`src/rtl/mem_bus_arbiter.sv`:
```
// mem_bus_arbiter: serialises ibus/dbus transactions onto one memory port, dbus priority with ibus starvation guard
module mem_bus_arbiter #(
    parameter int                ADDR_W     = 32,
    parameter int                DATA_W     = 32,
    parameter int                MASK_W     = 4,
    parameter logic [ADDR_W-1:0] BASE_ADDR  = 'h8000_0000,
    parameter int                STARVE_MAX = 4
) (
    input  logic              clk,
    input  logic              rst,
    input  logic              ibus_req,
    input  logic              ibus_we,
    input  logic [ADDR_W-1:0] ibus_addr,
    input  logic [DATA_W-1:0] ibus_wdata,
    input  logic [MASK_W-1:0] ibus_mask,
    output logic [DATA_W-1:0] ibus_rdata,
    output logic              ibus_ready,
    input  logic              dbus_req,
    input  logic              dbus_we,
    input  logic [ADDR_W-1:0] dbus_addr,
    input  logic [DATA_W-1:0] dbus_wdata,
    input  logic [MASK_W-1:0] dbus_mask,
    output logic [DATA_W-1:0] dbus_rdata,
    output logic              dbus_ready,
    output logic              mem_req,
    output logic              mem_we,
    output logic [ADDR_W-1:0] mem_addr,
    output logic [DATA_W-1:0] mem_wdata,
    output logic [MASK_W-1:0] mem_mask,
    input  logic              mem_gnt,
    input  logic              mem_rvalid,
    input  logic [DATA_W-1:0] mem_rdata
);
    localparam int CW = $clog2(STARVE_MAX + 1);
    localparam logic [CW-1:0] SMAX = CW'(STARVE_MAX);

    typedef enum logic [1:0] {IDLE, ISSUE, WAIT, DONE} state_t;

    state_t        state, state_nx;
    logic [CW-1:0] starve_cnt;
    logic          owner_d;
    logic          sel_d;
    logic          start;
    logic          cap;

    assign sel_d = dbus_req && !(ibus_req && starve_cnt == SMAX);
    assign start = state == IDLE && (ibus_req || dbus_req);
    assign cap   = state_nx == DONE;

    // state register, aborts to IDLE on reset
    always_ff @(posedge clk or negedge rst) begin
        if (!rst) state <= IDLE;
        else      state <= state_nx;
    end

    // next-state: one transaction walks IDLE -> ISSUE -> (WAIT) -> DONE -> IDLE
    always_comb begin
        state_nx = state;
        case (state)
            IDLE:    state_nx = (ibus_req || dbus_req) ? ISSUE : IDLE;
            ISSUE:   state_nx = !mem_gnt ? ISSUE : (mem_rvalid ? DONE : WAIT);
            WAIT:    state_nx = mem_rvalid ? DONE : WAIT;
            default: state_nx = IDLE;
        endcase
    end

    // latched request fields, registered handshakes, read data capture and starvation count
    always_ff @(posedge clk or negedge rst) begin
        if (!rst) begin
            starve_cnt <= '0;
            owner_d    <= 1'b0;
            mem_req    <= 1'b0;
            mem_we     <= 1'b0;
            mem_addr   <= '0;
            mem_wdata  <= '0;
            mem_mask   <= '0;
            ibus_ready <= 1'b0;
            dbus_ready <= 1'b0;
            ibus_rdata <= '0;
            dbus_rdata <= '0;
        end else begin
            mem_req    <= state_nx == ISSUE;
            ibus_ready <= cap && !owner_d;
            dbus_ready <= cap && owner_d;
            if (start) begin
                owner_d    <= sel_d;
                mem_we     <= sel_d ? dbus_we : ibus_we;
                mem_addr   <= (sel_d ? dbus_addr : ibus_addr) - BASE_ADDR;
                mem_wdata  <= sel_d ? dbus_wdata : ibus_wdata;
                mem_mask   <= sel_d ? dbus_mask : ibus_mask;
                starve_cnt <= sel_d ? starve_cnt + CW'(ibus_req && starve_cnt != SMAX) : '0;
            end
            if (cap && !mem_we && !owner_d) ibus_rdata <= mem_rdata;
            if (cap && !mem_we && owner_d)  dbus_rdata <= mem_rdata;
        end
    end
endmodule

```
`config.mk`:
```
export PLATFORM = sky130hd
export DESIGN_NAME = mem_bus_arbiter
export DESIGN_NICKNAME = d
export VERILOG_FILES = /design/src/rtl/mem_bus_arbiter.sv
export SDC_FILE = /design/constraint.sdc
export NUM_CORES = 1
export LEC_CHECK = 0
export ABC_AREA = 1
export CAP_MARGIN = 20
export CORE_AREA = 2 2 121 123
export DETAILED_ROUTE_END_ITERATION = 7
export DIE_AREA = 0 0 123 125
export GPL_TIMING_DRIVEN = 0
export PLACE_DENSITY_LB_ADDON = 0.2
export SLEW_MARGIN = 20
export SYNTH_ARGS = -nofsm -noshare
export SYNTH_HDL_FRONTEND = slang
export SYNTH_SLANG_ARGS = --single-unit
```
`constraint.sdc`:
```
create_clock -name clk -period 4.01 [get_ports clk]
set_clock_uncertainty 0.1 [all_clocks]
set_input_delay 0.401 -clock clk [delete_from_list [all_inputs] [get_ports clk]]
set_output_delay 0.401 -clock clk [all_outputs]
set_load 0.05 [all_outputs]
```
Word-level counts from Yosys, hierarchy flattened
Index checks and enable logic that the tools add are counted.

Flip-flop bits (word level): 142. Input port bits: 176. Output and inout bits: 136. Word-level logic and storage cells: 43.

$add $sub $neg: 2. Equality and inequality tests: 6. Multiplexer cells: 9. Reduce and logical (&&, ||, !) cells: 14.

Operator list (number): 32-bit two-way mux (2); 32-bit subtractor, second input constant (1); 1-bit logical AND (9); 2-bit case mux with 3 select lines (1); 2-bit by 1-bit == test with 1-bit output, second input constant (2); 2-bit == test, second input constant (2); 4-bit two-way mux (1); 3-bit by 1-bit adder with 3-bit output (1); 3-bit == test, second input constant (1); 1-bit logical NOT (3); 1-bit two-way mux (3); 3-bit two-way mux (1); 3-bit != test, second input constant (1); 2-bit logical NOT (1); 2-bit two-way mux (1); 1-bit logical OR (1).

Longest topological paths before layout
Gate-level depths: netlist (run 1).

Depth in word-level cells: 6. Depth in mapped cells: 8. Mapped depth without buffers: 7.

Worst setup path after synthesis (run 1)
No wires, ideal clock.

Path type: register to register. Start point: register state[1]. End point: register mem_addr[15]. Setup time: 0.069 ns. Data arrival time: 1.304 ns. Required time: 3.841 ns. Path slack: 2.537 ns. Cell stages (with the launch flop): 8. Buffers on the path: 2. Clock period less this slack: 1.473 ns. Cells stage by stage: dfrtp_1 > inv_2 > nand2_1 > nor2_1 > buf_2 > buf_1 > nand3_1 > nand3_1.

Longest elaborated chain between the ends: 2.

RTL lines: start: declaration (line 39) `state_t state, state_nx;`; start signal: assignment (line 53) `else state <= state_nx;`; 2-bit logical NOT (line 47) `assign start = state == IDLE && (ibus_req || dbus_req);`; 1-bit logical AND (line 47); end signal: assignment (line 88) `mem_addr <= (sel_d ? dbus_addr : ibus_addr) - BASE_ADDR;`; end: declaration (line 27) `output logic [ADDR_W-1:0] mem_addr,`.

Every way passes these cells. A chain may end at the register's enable or synchronous reset.

Final worst setup path (run 1)
Start point: register mem_we. End point: output mem_we.

RTL lines: start: declaration (line 26) `output logic mem_we,`; start signal: assignment (line 87) `mem_we <= sel_d ? dbus_we : ibus_we;`.

No word-level cell between the ends.

==> results.sh, run 1 <==
export IMPL_cp_slowest_cell="clkdlybuf4s50_1"
export IMPL_ys_types=20
export IMPL_critPathMaxStageDelay_ns=0.84
export IMPL_hp_class="flop to flop"
export IMPL_antenna_found_initial=0
export IMPL_core_area_um2=14200
export IMPL_overflow=0
export IMPL_critPathRequiredTime_ns=3.51
export IMPL_wl_per_cell_um=16.0
export IMPL_clkLatencyLatePin_ns=0.41
export IMPL_syn_nets=873
export IMPL_status="finished clean"
export IMPL_fill_cells=1180
export IMPL_io_pins=312
export IMPL_vias_per_cell=4.92
export IMPL_clk_path_buf_depth=2
export IMPL_synth_compound_area_share_pct=0.805
export IMPL_synthCells=695
export IMPL_peakVddDrop_uv=414
export IMPL_ys_seq_area_share_pct=60.1
export IMPL_rows=44
export IMPL_slew_headroom_pct=59.7
export IMPL_critPathTopFamily="buffers and inverters"
export IMPL_fin_nets=1205
export IMPL_postRouteAntennaNets=0
export IMPL_p_leak_nw=4.62
export IMPL_ctsHoldBuffers=1
export IMPL_post_place_cells=1191
export IMPL_synth_simple_gate_area_share_pct=34.4
export IMPL_area_growth_syn_to_layout_pct=66.3
export IMPL_postSynthAreaPerCell_um2=8.50
export IMPL_ff_latch_area_um2=3550
export IMPL_power_density_nw_per_um2=925
export IMPL_drtIter0Drc=332
export IMPL_synth_fa_ha_area_share_pct=0.423
export IMPL_cts_tree="built"
export IMPL_finalWeightedCongestion=0.848
export IMPL_stdcell_area_um2=9830
export IMPL_cts_setup_buffers=0
export IMPL_cp_data_arrival_time_ns=1.64
export IMPL_num_vias=6014
export IMPL_path_cells="clkdlybuf4s50_1"
export IMPL_fin_cells=1222
export IMPL_numCtsBuffers=17
export IMPL_period_needed_ns=2.14
export IMPL_clock_sinks=142
export IMPL_path_clk_slew_ns=0.06
export IMPL_root_buffer="clkbuf_16"
export IMPL_worst_slew_pin_slew_ns=0.603
export IMPL_hold_slack_ns=0.368
export IMPL_die_area_um2=15400
export IMPL_drive_above_1_share_pct=5.20
export IMPL_dr_pass1_iters=4
export IMPL_grt_total_usage_pct=26.4
export IMPL_hold_violations=0
export IMPL_setup_viol=0
export IMPL_critPathCaptureType="output pin"
export IMPL_fmax_mhz=467
export IMPL_grt_pass1_vias=6151
export IMPL_place_hpwl_um=14600
export IMPL_grt_start_max_net_pins=77
export IMPL_cp_max_fo=3
export IMPL_muxShareOfSynthArea_pct=0
export IMPL_synth_seq_cells=142
export IMPL_cts_repair_resized=0
export IMPL_initial_core_util_pct=41.6
export IMPL_htreeDepth=4
export IMPL_multi_input_area_um2=2110
export IMPL_synth_xor_area_share_pct=0.148
export IMPL_portBuffers=311
export IMPL_finalCritPeriodShare_pct=53.4
export IMPL_drc=0
export IMPL_max_cap_viol_count=0
export IMPL_fp_dieW_um=123
export IMPL_synth_top_family_by_area="simple AND/OR/NAND/NOR gates"
export IMPL_netlist_area_um2=5910
export IMPL_n_antenna_cell=0
export IMPL_cp_num_buf_inv=1
export IMPL_yosysWarnings=0
export IMPL_postRouteWirelength_um=19600
export IMPL_p_total_mw=9.09
export IMPL_place_area_um2=9290
export IMPL_grt_pass1_wl_um=31300
export IMPL_crit_type="flop to output pin"
export IMPL_final_max_slew_viol_count=0
export IMPL_rsz0062_at_grt="no"
export IMPL_critPathLaunchType="flop"
export IMPL_die_h_um=125
-- placed cells by master (no fill, tap or decap) --
| cell | count |
|---|---|
| nand2_1 | 330 |
| clkdlybuf4s50_1 | 310 |
| nand3_1 | 150 |
| dfrtp_1 | 142 |
| clkbuf_1 | 23 |
| clkbuf_16 | 17 |
| buf_2 | 15 |
| inv_1 | 9 |
| nor2_1 | 6 |
| buf_4 | 6 |
| clkinv_2 | 6 |
| inv_2 | 2 |
| a21oi_1 | 2 |
| o21ai_0 | 2 |
| nand4_1 | 2 |
| ha_1 | 2 |
| clkbuf_8 | 2 |
| clkinv_1 | 1 |
| a31oi_1 | 1 |
| a21oi_4 | 1 |
| nor2_2 | 1 |
| buf_1 | 1 |
| o21ai_1 | 1 |
| xor2_1 | 1 |
| bufinv_16 | 1 |
| clkinvlp_4 | 1 |
| dlygate4sd3_1 | 1 |
| buf_8 | 1 |
| buf_16 | 1 |
-- sequential cells by signal, indices dropped and copies added (netlist names) --
name	count
ibus_ready	1
state	2
mem_mask	4
mem_req	1
owner_d	1
mem_addr	32
starve_cnt	3
mem_we	1
ibus_rdata	32
dbus_ready	1
mem_wdata	32
dbus_rdata	32
-- final cells by class --
type / count / area share, %
Buffer: 42 / 2.02
Clock buffer: 22 / 4.72
Clock inverter: 8 / 0.688
Inverter: 12 / 0.458
Multi-Input combinational cell: 499 / 21.5
Sequential cell: 142 / 36.2
Tap cell: 184 / 2.34
Timing Repair Buffer: 313 / 32.1
-- cell usage after synthesis --
library cell	number	area share [%]
nand4_1	2	0.21
nor2_1	6	0.38
nor2_2	1	0.11
o21ai_1	1	0.085
inv_2	2	0.13
nand2_1	330	21
o21ai_0	2	0.17
a21oi_1	2	0.17
ha_1	2	0.42
dfrtp_1	142	60
a21oi_4	1	0.28
nand3_1	150	13
clkbuf_1	20	1.3
buf_4	6	0.76
a31oi_1	1	0.11
buf_1	1	0.063
buf_2	15	1.3
inv_1	9	0.57
clkinv_1	1	0.063
xor2_1	1	0.15
-- worst paths after layout --
path	to	slack [ns]	startpoint	cells after the start
worst max-delay path	mem_we	1.87	mem_we	1
worst min-delay path	ibus_rdata[11]	0.37	ibus_rdata[11]	2
worst max register to register	mem_addr[18]	2.15	state[1]	8
worst min register to register	ibus_rdata[11]	0.37	ibus_rdata[11]	2
max in group asynchronous	ibus_rdata[25]	2.63	rst	3
min in group asynchronous	dbus_rdata[20]	0.45	rst	2
-- worst min-delay path: cells and delay by family (launching register included) --
| kind | cells | cell delay [ns] |
|---|---|---|
| flip-flops | 1 | 0.34 |
| AND/OR/NAND/NOR | 2 | 0.09 |
-- stage by stage --
step | setup TNS [ns] | setup slack, ns | utilization, %
after floorplan | 0 | 2.54 | -
after global placement | -477.15 | -3.37 | 65.1
after detailed placement | 0 | 1.64 | 65.4
after CTS | 0 | 1.83 | 69.2
after global routing | 0 | 1.79 | 69.2
final | 0 | 1.87 | 69.2
-- cell families after synthesis --
family                     Yosys count
buffers and inverters               54
adders and majority gates            2
and+or+nand+nor                    489
DFF                                142
xor gates and xnor gates             1
AOI/OAI and AO/OA                    7
-- power breakdown --
group | internal [mW] | switching (mW) | leakage [nW]
sequential | 2.09 | 0.354 | 1.78
clock | 0.871 | 0.573 | 0.265
combinational | 1.66 | 3.55 | 2.58
-- per-layer routing --
metal  wire length, um  up-vias  global-route usage (%)
li1                  -     2898                       -
met1              7420     2822                    30.7
met2              9800      255                    44.8
met3              1800       39                    9.67
met4               540        0                    8.89
met5                 0        -                       0
Note: power is estimated with default switching activity, not from simulation.
==> run 2: changes to the inputs <==
- CORE_AREA: 2 2 121 123 -> not set
- CORE_UTILIZATION: not set -> 40
- DIE_AREA: 0 0 123 125 -> not set
- clock period: 4.01 -> 2 ns (I/O delays scaled with it)
==> run 2 against run 1 <==
Cell count is 0.16% higher. Power is 110% higher. Global-route usage is 0.79 points lower. Die area is 0.73% lower. Register-to-register slack worse by 2.0 ns. Sequential power is 100% higher. Wire length is 0.67% lower. Highest routed layer unchanged. Worst setup slack worse by 1.8 ns. Combinational power is 100% higher. Clock power is 140% higher. Core utilization is 0.44 points lower.
==> results.sh, run 2 (synthesis results as in run 1) <==
export IMPL_place_hpwl_um=14400
export IMPL_numCtsBuffers=17
export IMPL_path_clk_slew_ns=0.06
export IMPL_period_needed_ns=1.94
export IMPL_grt_pass1_vias=5881
export IMPL_drive_above_1_share_pct=5.87
export IMPL_fin_util_pct=68.7
export IMPL_die_area_um2=15300
export IMPL_die_h_um=124
export IMPL_layout_commonest_cell="nand2_1"
export IMPL_io_pins=312
export IMPL_area_growth_syn_to_layout_pct=68.4
export IMPL_cts_tree="built"
export IMPL_hold_violations=0
export IMPL_drtIter0Drc=306
export IMPL_finalCritPeriodShare_pct=97.1
export IMPL_crit_type="flop to output pin"
export IMPL_hold_slack_ns=0.235
export IMPL_cp_num_buf_inv=1
export IMPL_cp_max_fo=2
export IMPL_critPathMaxStageDelay_ns=0.87
export IMPL_critPathCaptureType="output pin"
export IMPL_wl_per_cell_um=15.9
export IMPL_overflow=0
export IMPL_clk_path_buf_depth=2
export IMPL_critPathTopFamily="buffers and inverters"
export IMPL_grt_busiest_layer="met2"
export IMPL_postRouteAntennaNets=0
export IMPL_grt_pass1_wl_um=29200
export IMPL_fin_nets=1205
export IMPL_num_vias=5913
export IMPL_fin_cells=1224
export IMPL_fmax_mhz=515
export IMPL_peakVddDrop_uv=915
export IMPL_root_buffer="clkbuf_16"
export IMPL_critPathRequiredTime_ns=1.70
export IMPL_vias_per_cell=4.83
export IMPL_post_place_ws_ns=-0.141
export IMPL_grt_total_usage_pct=25.6
export IMPL_status="finished clean"
export IMPL_n_antenna_cell=0
export IMPL_clock_sinks=142
export IMPL_cp_data_arrival_time_ns=1.64
export IMPL_setup_viol=0
export IMPL_cp_slowest_cell="clkdlybuf4s50_1"
export IMPL_htreeDepth=4
export IMPL_initial_core_util_pct=40.8
export IMPL_finalWeightedCongestion=0.862
export IMPL_hp_class="input port to asynchronous set/reset pin"
export IMPL_p_leak_nw=4.67
export IMPL_grt_start_max_net_pins=76
export IMPL_final_max_slew_viol_count=0
export IMPL_drc=0
export IMPL_path_cells="clkdlybuf4s50_1"
export IMPL_portBuffers=311
export IMPL_core_area_um2=14500
export IMPL_slew_headroom_pct=58.9
export IMPL_rsz0062_at_grt="no"
export IMPL_setup_slack_ns=0.0573
export IMPL_critPathLaunchType="flop"
export IMPL_fp_dieW_um=124
export IMPL_grt_met2_usage_pct=43.1
export IMPL_use_met1_pct=29.1
export IMPL_power_density_nw_per_um2=1890
export IMPL_most_common_layout_cells="nand2_1 (330), clkdlybuf4s50_1 (310), nand3_1 (150)"
export IMPL_max_cap_viol_count=0
export IMPL_dr_pass1_iters=4
export IMPL_postRouteWirelength_um=19400
export IMPL_clkLatencyLatePin_ns=0.41
export IMPL_worst_slew_pin_slew_ns=0.616
export IMPL_antenna_found_initial=0
export IMPL_post_place_cells=1191
export IMPL_rows=44
export IMPL_met3_usage_pct=9.55
run 2: cell types whose count changed in the layout (fill, tap and decap cells not counted), sizes merged:
cell,previous run,this run
buf,24,20
bufinv,1,5
clkinv,7,4
clkinvlp,1,4
inv,11,13
run 2: repair_timing:
item,4_1_cts,5_1_grt
hold buffers,1,0
buffers inserted,0,0
endpoints found under the setup margin,0,25
hold endpoints to repair,74,0
gates resized for setup,0,9
run 2: worst paths after layout:
kind	from	to	slack, ns	depth (start not counted)
setup reg to reg	state[1]	mem_addr[10]	0.19	8
max in group asynchronous	rst	mem_wdata[23]	0.82	3
min in group clk	dbus_wdata[30]	mem_wdata[30]	0.24	3
hold reg to reg	dbus_rdata[11]	dbus_rdata[11]	0.37	2
hold / removal	rst	dbus_rdata[13]	0.24	2
setup / recovery	mem_wdata[22]	mem_wdata[22]	0.06	1
run 2: layout make-up:
class | instances | area (um^2)
Fill cell | 1154 | 4530
Sequential cell | 142 | 3550
Timing Repair Buffer | 313 | 3160
Multi-Input combinational cell | 499 | 2120
Clock buffer | 18 | 429
Tap cell | 184 | 230
Clock inverter | 14 | 213
Buffer | 42 | 210
Inverter | 12 | 45.0
run 2: stage by stage:
| stage | TNS (ns) | cell area (um^2) | power, mW |
|---|---|---|---|
| 6_report | 0 | 9950 | 18.8 |
| 5_1_grt | 0 | 9950 | 19.7 |
| 4_1_cts | 0 | 9940 | 18.9 |
| 3_5_place_dp | -5.59 | 9290 | 15.4 |
| 3_3_place_gp | -734.60 | 9250 | 15.3 |
| 2_1_floorplan | 0 | 5910 | 11.5 |
run 2: where the power goes:
part           total [mW]  internal (mW)  switching (mW)
clock                3.46           2.21            1.25
combinational        10.4           3.33            7.10
sequential           4.93           4.20           0.729
run 2: layer usage:
layer,routed length [um],part of all wire [%]
met4,600,3.1
met2,9560,49
met3,1630,8.4
met5,0,0
met1,7630,39
